[config.mk]
export PLATFORM = sky130hd
export DESIGN_NAME = adat_tx_multi
export DESIGN_NICKNAME = d
export VERILOG_FILES = /design/src/rtl/adat_tx_multi.sv
export SDC_FILE = /design/constraint.sdc
export NUM_CORES = 1
export LEC_CHECK = 0
export ABC_AREA = 1
export BUFFER_PORTS_ARGS = -buffer_cell sky130_fd_sc_hd__buf_2
export CORE_MARGIN = 1
export CORE_UTILIZATION = 45
export DETAILED_ROUTE_END_ITERATION = 6
export PLACE_DENSITY_LB_ADDON = 0.25
export SYNTH_ARGS = -nofsm -noshare
export SYNTH_HDL_FRONTEND = slang
export SYNTH_SLANG_ARGS = --single-unit
[constraint.sdc]
create_clock -name clk_i -period 25.8 [get_ports clk_i]
set_clock_uncertainty 0.2 [all_clocks]
set_input_delay 1.29 -clock clk_i [delete_from_list [all_inputs] [get_ports clk_i]]
set_output_delay 1.29 -clock clk_i [all_outputs]
set_load 0.005 [all_outputs]
[src/rtl/adat_tx_multi.sv]
// adat_tx_multi: serialises NUM_STREAMS eight-channel ADAT streams from one
// shared, one-frame-deep holding buffer. All streams share the bit timing, so
// their NRZI outputs are bit-aligned. frame_start_o marks the bit-0 slot.
// Build option: define ADAT_TX_UNDERRUN_HOLD_EN to repeat the last frame on an
// underrun; without it an underrun frame carries silence and zero user bits.
module adat_tx_multi #(
    parameter int NUM_STREAMS = 2,
    parameter int SAMPLE_W    = 24,
    parameter int CLK_DIV     = 2,
    parameter int UCNT_W      = 16
) (
    input  logic                              clk_i,
    input  logic                              rst_i,
    input  logic                              s_valid_i,
    output logic                              s_ready_o,
    input  logic [NUM_STREAMS*8*SAMPLE_W-1:0] samples_i,
    input  logic [NUM_STREAMS*4-1:0]          user_i,
    output logic [NUM_STREAMS-1:0]            adat_o,
    output logic                              frame_start_o,
    output logic [UCNT_W-1:0]                 underrun_cnt_o
);

    localparam int DIV_W       = (CLK_DIV > 1) ? $clog2(CLK_DIV) : 1;
    localparam int FRAME_SMP_W = 8 * SAMPLE_W;
    localparam int ALL_SMP_W   = NUM_STREAMS * FRAME_SMP_W;

    logic [DIV_W-1:0]         div_cnt;
    logic [7:0]               bit_cnt;
    logic                     bit_ce;
    logic                     boundary;
    logic                     full;
    logic [ALL_SMP_W-1:0]     hold_smp;
    logic [NUM_STREAMS*4-1:0] hold_usr;
    logic [ALL_SMP_W-1:0]     cur_smp;
    logic [NUM_STREAMS*4-1:0] cur_usr;

    // Expand one stream's samples and user nibble into the 256-bit NRZ frame.
    // Frame bit n lives at vector index 255-n so the frame reads MSB first.
    function automatic logic [255:0] build_frame(input logic [FRAME_SMP_W-1:0] smp,
                                                 input logic [3:0]             usr);
        logic [255:0] f;
        logic [23:0]  slot;
        int           pos;
        f          = '0;
        f[245]     = 1'b1;           // bit 10: end of sync run
        f[244:241] = usr;            // bits 11-14: user nibble
        for (int ch = 0; ch < 8; ch++) begin
            // Narrow samples are left-justified into the 24-bit slot.
            slot                 = '0;
            slot[23 -: SAMPLE_W] = smp[ch*SAMPLE_W +: SAMPLE_W];
            for (int g = 0; g < 6; g++) begin
                pos              = 15 + ch*30 + g*5;
                f[255-pos]       = 1'b1;
                f[254-pos -: 4]  = slot[23-4*g -: 4];
            end
        end
        f[0] = 1'b1;                 // bit 255: trailing separator
        return f;
    endfunction

    assign bit_ce         = (div_cnt == DIV_W'(CLK_DIV - 1));
    assign boundary       = bit_ce && (bit_cnt == 8'd255);
    assign frame_start_o  = bit_ce && (bit_cnt == 8'd0);
    assign s_ready_o      = !full;

    // Bit-rate divider and frame bit position.
    always_ff @(posedge clk_i) begin
        if (rst_i) begin
            div_cnt <= '0;
            bit_cnt <= '0;
        end else if (bit_ce) begin
            div_cnt <= '0;
            bit_cnt <= bit_cnt + 8'd1;
        end else begin
            div_cnt <= div_cnt + DIV_W'(1);
        end
    end

    // Holding-buffer occupancy: drained at the frame boundary, filled on accept.
    always_ff @(posedge clk_i) begin
        if (rst_i) begin
            full <= 1'b0;
        end else if (boundary && full) begin
            full <= 1'b0;
        end else if (s_valid_i && !full) begin
            full <= 1'b1;
        end
    end

    // Holding-buffer payload; its contents only matter while full is set.
    always_ff @(posedge clk_i) begin
        if (s_valid_i && !full) begin
            hold_smp <= samples_i;
            hold_usr <= user_i;
        end
    end

    // Frame being emitted: reloaded at each boundary from the buffer or the underrun policy.
    always_ff @(posedge clk_i) begin
        if (rst_i) begin
            cur_smp <= '0;
            cur_usr <= '0;
        end else if (boundary) begin
            if (full) begin
                cur_smp <= hold_smp;
                cur_usr <= hold_usr;
            end else begin
`ifdef ADAT_TX_UNDERRUN_HOLD_EN
                cur_smp <= cur_smp;
                cur_usr <= cur_usr;
`else
                cur_smp <= '0;
                cur_usr <= '0;
`endif
            end
        end
    end

    // Saturating count of boundaries that found the buffer empty.
    always_ff @(posedge clk_i) begin
        if (rst_i) begin
            underrun_cnt_o <= '0;
        end else if (boundary && !full && (underrun_cnt_o != {UCNT_W{1'b1}})) begin
            underrun_cnt_o <= underrun_cnt_o + UCNT_W'(1);
        end
    end

    for (genvar s = 0; s < NUM_STREAMS; s++) begin : g_stream
        logic [255:0] frame_bits;
        logic         nrz;
        logic         line_q;

        // NRZ frame image for this stream.
        always_comb begin
            frame_bits = build_frame(cur_smp[s*FRAME_SMP_W +: FRAME_SMP_W], cur_usr[s*4 +: 4]);
        end

        assign nrz       = frame_bits[8'd255 - bit_cnt];
        assign adat_o[s] = line_q;

        // NRZI line: a '1' bit toggles the line, a '0' bit holds it.
        always_ff @(posedge clk_i) begin
            if (rst_i) begin
                line_q <= 1'b0;
            end else if (bit_ce && nrz) begin
                line_q <= ~line_q;
            end
        end
    end

endmodule
==> impl_metrics.py <==
metrics = {
    "logic_synthesis": {
        "synth_top_area_share_pct": 37.5,
        "yosysSeqAreaShare_pct": 64.3,
        "yosysWarnings": 0,
        "synth_fp_nets": 3708,
        "synth_cells": 3310,
        "netlist.top_cell.by_area": "sky130_fd_sc_hd__edfxtp_1",
        "synthArstFlopShare_pct": 0,
        "area_of_the_mapped_netlist_sq_um": 31400,
        "cell_types_occupying_the_most_area_after_synthesis": "sky130_fd_sc_hd__edfxtp_1 38%, sky130_fd_sc_hd__dfxtp_1 27%, sky130_fd_sc_hd__nand2_1 10%",
        "synth_seq_cells": 812,
        "avgSynthCellArea_sq_um": 9.47,
        "ys_top_cells_by_count": "847 x sky130_fd_sc_hd__nand2_1, 530 x sky130_fd_sc_hd__nand3_1, 438 x sky130_fd_sc_hd__a21oi_1, 420 x sky130_fd_sc_hd__dfxtp_1, 392 x sky130_fd_sc_hd__edfxtp_1",
        "most_instantiated_flip_flop_cell_in_the_synthesis_netlist": "sky130_fd_sc_hd__dfxtp_1",
        "ys_types": 39,
        "number_of_enable_type_register_cells_in_the_synthesized_netlist": 392,
        "yosysMostFrequentCell": "sky130_fd_sc_hd__nand2_1",
    },
    "power": {
        "power.switching_fraction_pct": 22.4,
        "ratio_of_total_power_to_cell_area_nw_per_um2": 76.1,
        "total_leakage_power_nw": 13.1,
        "vdd.ir_drop.worst_uv": 72.6,
        "seq_power_share_pct": 50.8,
        "power.total_mw": 2.79,
        "clk_pwr_share_pct": 44.2,
        "netSwitchingPower_mw": 0.624,
        "combPwrFrac_pct": 5.0,
        "internal_power_mw": 2.16,
    },
    "cts": {
        "cts.sink_count": 812,
        "clock-root-buffer": "sky130_fd_sc_hd__clkbuf_16",
        "cts-htree-levels": 3,
        "cts_hold_buffers": 0,
        "cts_made_buffers": 85,
        "tritoncts_clock_tree": "done",
        "post_cts.repair.setup_buffers": 0,
        "post_cts_resize_count": 0,
        "worstSkewPairLatency_ns": 0.64,
        "path_clk_slew_ns": 0.06,
        "clock_path_buffers": 3,
    },
    "sta": {
        "rsz0062_at_grt": "no",
        "finalHoldViolations": 0,
        "finalSetupViolations": 0,
        "timing.final.crit_share_pct": 18.2,
        "max_clock_freq_mhz": 213,
        "finalMaxSlewViolations": 0,
        "max_slew.worst_pin.slew_ns": 1.19,
        "time_the_final_worst_path_needs_with_i_o_delays_and_setup_ns": 4.70,
        "setup_slack_ns": 21.10,
        "slew-limit-headroom_pct": 20.4,
        "totalNegativeSetupSlack_ns": 0,
    },
    "routing": {
        "avgRoutedWirePerCell_um": 19.7,
        "totalWireLength_mm": 90.5,
        "first_pass_iteration_count_of_the_detailed_router": 6,
        "detailroute.via_count": 24496,
        "drc": 0,
        "drt.antenna.violating_nets": 0,
        "detailedRoute.firstIterationViolations": 2608,
        "post_drt_via_cell_ratio": 5.33,
    },
    "floorplan": {
        "io-pin-count": 415,
        "row_count": 96,
        "die_width_um": 266,
        "start_util_pct": 45.6,
        "die-area_sq_um": 70700,
        "die_height_um": 266,
        "placeableCoreArea_sq_um": 68800,
    },
    "placement": {
        "placement.setup.worst_slack_ns": 20.84,
        "placed_area_sq_um": 33800,
        "dp_cells": 4432,
        "io_buffers": 414,
        "gp_congestion": 0.797,
        "hpwl_mm": 52.7,
    },
    "setup_path": {
        "critPathBufInv": 3,
        "criticalPathCategory": "reg -> out",
        "crit_path_start_kind": "register",
        "slowest_delay_ns": 0.71,
        "critical_path.max_fanout": 77,
        "timing.critical_path.slowest_stage_cell": "sky130_fd_sc_hd__buf_4",
        "critPathCaptureType": "primary output",
        "required_arrival_time_at_the_worst_endpoint_ns": 24.31,
        "ordered_cell_list_for_the_critical_path": "inv_6 -> buf_4 -> ha_1 -> nand4_1 -> nor2_1 -> buf_2",
        "worst_path_dominant_cell_family": "buffers and inverters",
        "arrival_ns": 3.21,
    },
    "finish": {
        "layout.cell_area.non_filler_sq_um": 36600,
        "post_route_cells_drive_above_1_share_pct": 16.4,
        "layout.nets": 3986,
        "layout-area-overhead-vs-synth_pct": 16.7,
        "fin_cells": 4593,
    },
    "run": {
        "drv.max_cap_violation_count": 0,
    },
    "global_routing": {
        "grt_first_pass_wirelength_mm": 135,
        "via_count_of_the_first_global_routing_pass": 22658,
        "grt-ovfl-total": 0,
        "grt_max_degree": 186,
        "overall_fraction_of_global_route_tracks_in_use_pct": 25.0,
        "antenna_found_initial": 2,
    },
    "worst_hold_path": {
        "hold_path_class": "reg -> reg",
    },
    "run_status": {
        "run_status": "finished clean",
    },
}
-- per-stage QoR --
step	utilization, %	hold WS [ns]
final	53.2	0.261
after detailed placement	49.1	0.252
after floorplan	-	0.239
after global placement	49.1	0.249
after CTS	53.2	0.261
after global routing	53.2	0.272
-- cell families after synthesis --
group	Yosys count	share of synthesized area, %
xor gates and xnor gates	3	0.0838
AOI/OAI and AO/OA	563	9.11
DFF	812	64.3
buffers and inverters	341	4.70
and+or+nand+nor	1588	21.6
adders and majority gates	3	0.120
-- layer usage --
| metal | global-route usage [%] | share of wire, % | up-vias |
|---|---|---|---|
| met3 | 3.12 | 5.6 | 111 |
| met1 | 35.1 | 44 | 11745 |
| met5 | 0 | 0 | - |
| met4 | 6.91 | 2.1 | 0 |
| li1 | - | - | 11873 |
| met2 | 40.8 | 48 | 767 |
-- final cells by class --
class	instances	area, sq um
sequential	812	20200
multi-input combinational	2157	9730
tap	931	1160
clock inverter	39	410
clock buffer	120	2390
inverter	84	335
timing repair buffer	448	2360
fill	6273	32200
antenna	2	5.00
-- flip-flops by register name, indices dropped and copies added, names as in the netlist --
name             cells
bit_ce               1
hold_smp           384
cur_smp            384
g_stream.line_q      2
cur_usr              8
full                 1
underrun_cnt_o      16
hold_usr             8
bit_cnt              8
-- path summary, 6_finish.rpt --
check,cells after the start,endpoint,slack [ns],from
setup / recovery,6,frame_start_o,21.10,bit_cnt[0]
hold / removal,2,cur_smp[247],0.26,cur_smp[247]
setup reg to reg,5,hold_smp[252],21.44,full
hold reg to reg,2,cur_smp[247],0.26,cur_smp[247]
-- worst min-delay path, cell delays in order, from the launching register on --
cell and delay, ns:
sky130_fd_sc_hd__dfxtp_1 0.31, sky130_fd_sc_hd__nand2_1 0.06, sky130_fd_sc_hd__a21oi_1 0.05
-- cells in the final DEF, fill, tap and decap left out, drive strengths merged --
cell type and n:
nor2 160, o22ai 1, diode 2, a21oi 438, bufinv 8, nor3 10
o211ai 11, xor2 1, o21ai 108, nand3b 1, nand3 530, buf 448
nor3b 1, clkbuf 120, o21a 4, a31oi 1, or3 1, clkinv 30
nand4 26, and3 1, ha 3, inv 85, nor4 2, nand2 853
and2 1, or2 2, xnor2 2, dfxtp 420, edfxtp 392
-- power groups by stage --
| stage | clock [mW] | combinational (mW) | sequential [mW] |
|---|---|---|---|
| 2_1_floorplan | 0 | 0.0759 | 1.45 |
| 3_3_place_gp | 0 | 0.140 | 1.44 |
| 3_5_place_dp | 0 | 0.139 | 1.44 |
| 4_1_cts | 1.25 | 0.140 | 1.41 |
| 5_1_grt | 1.30 | 0.150 | 1.42 |
| 6_report | 1.23 | 0.139 | 1.41 |
(Power assumes the default switching activity.)
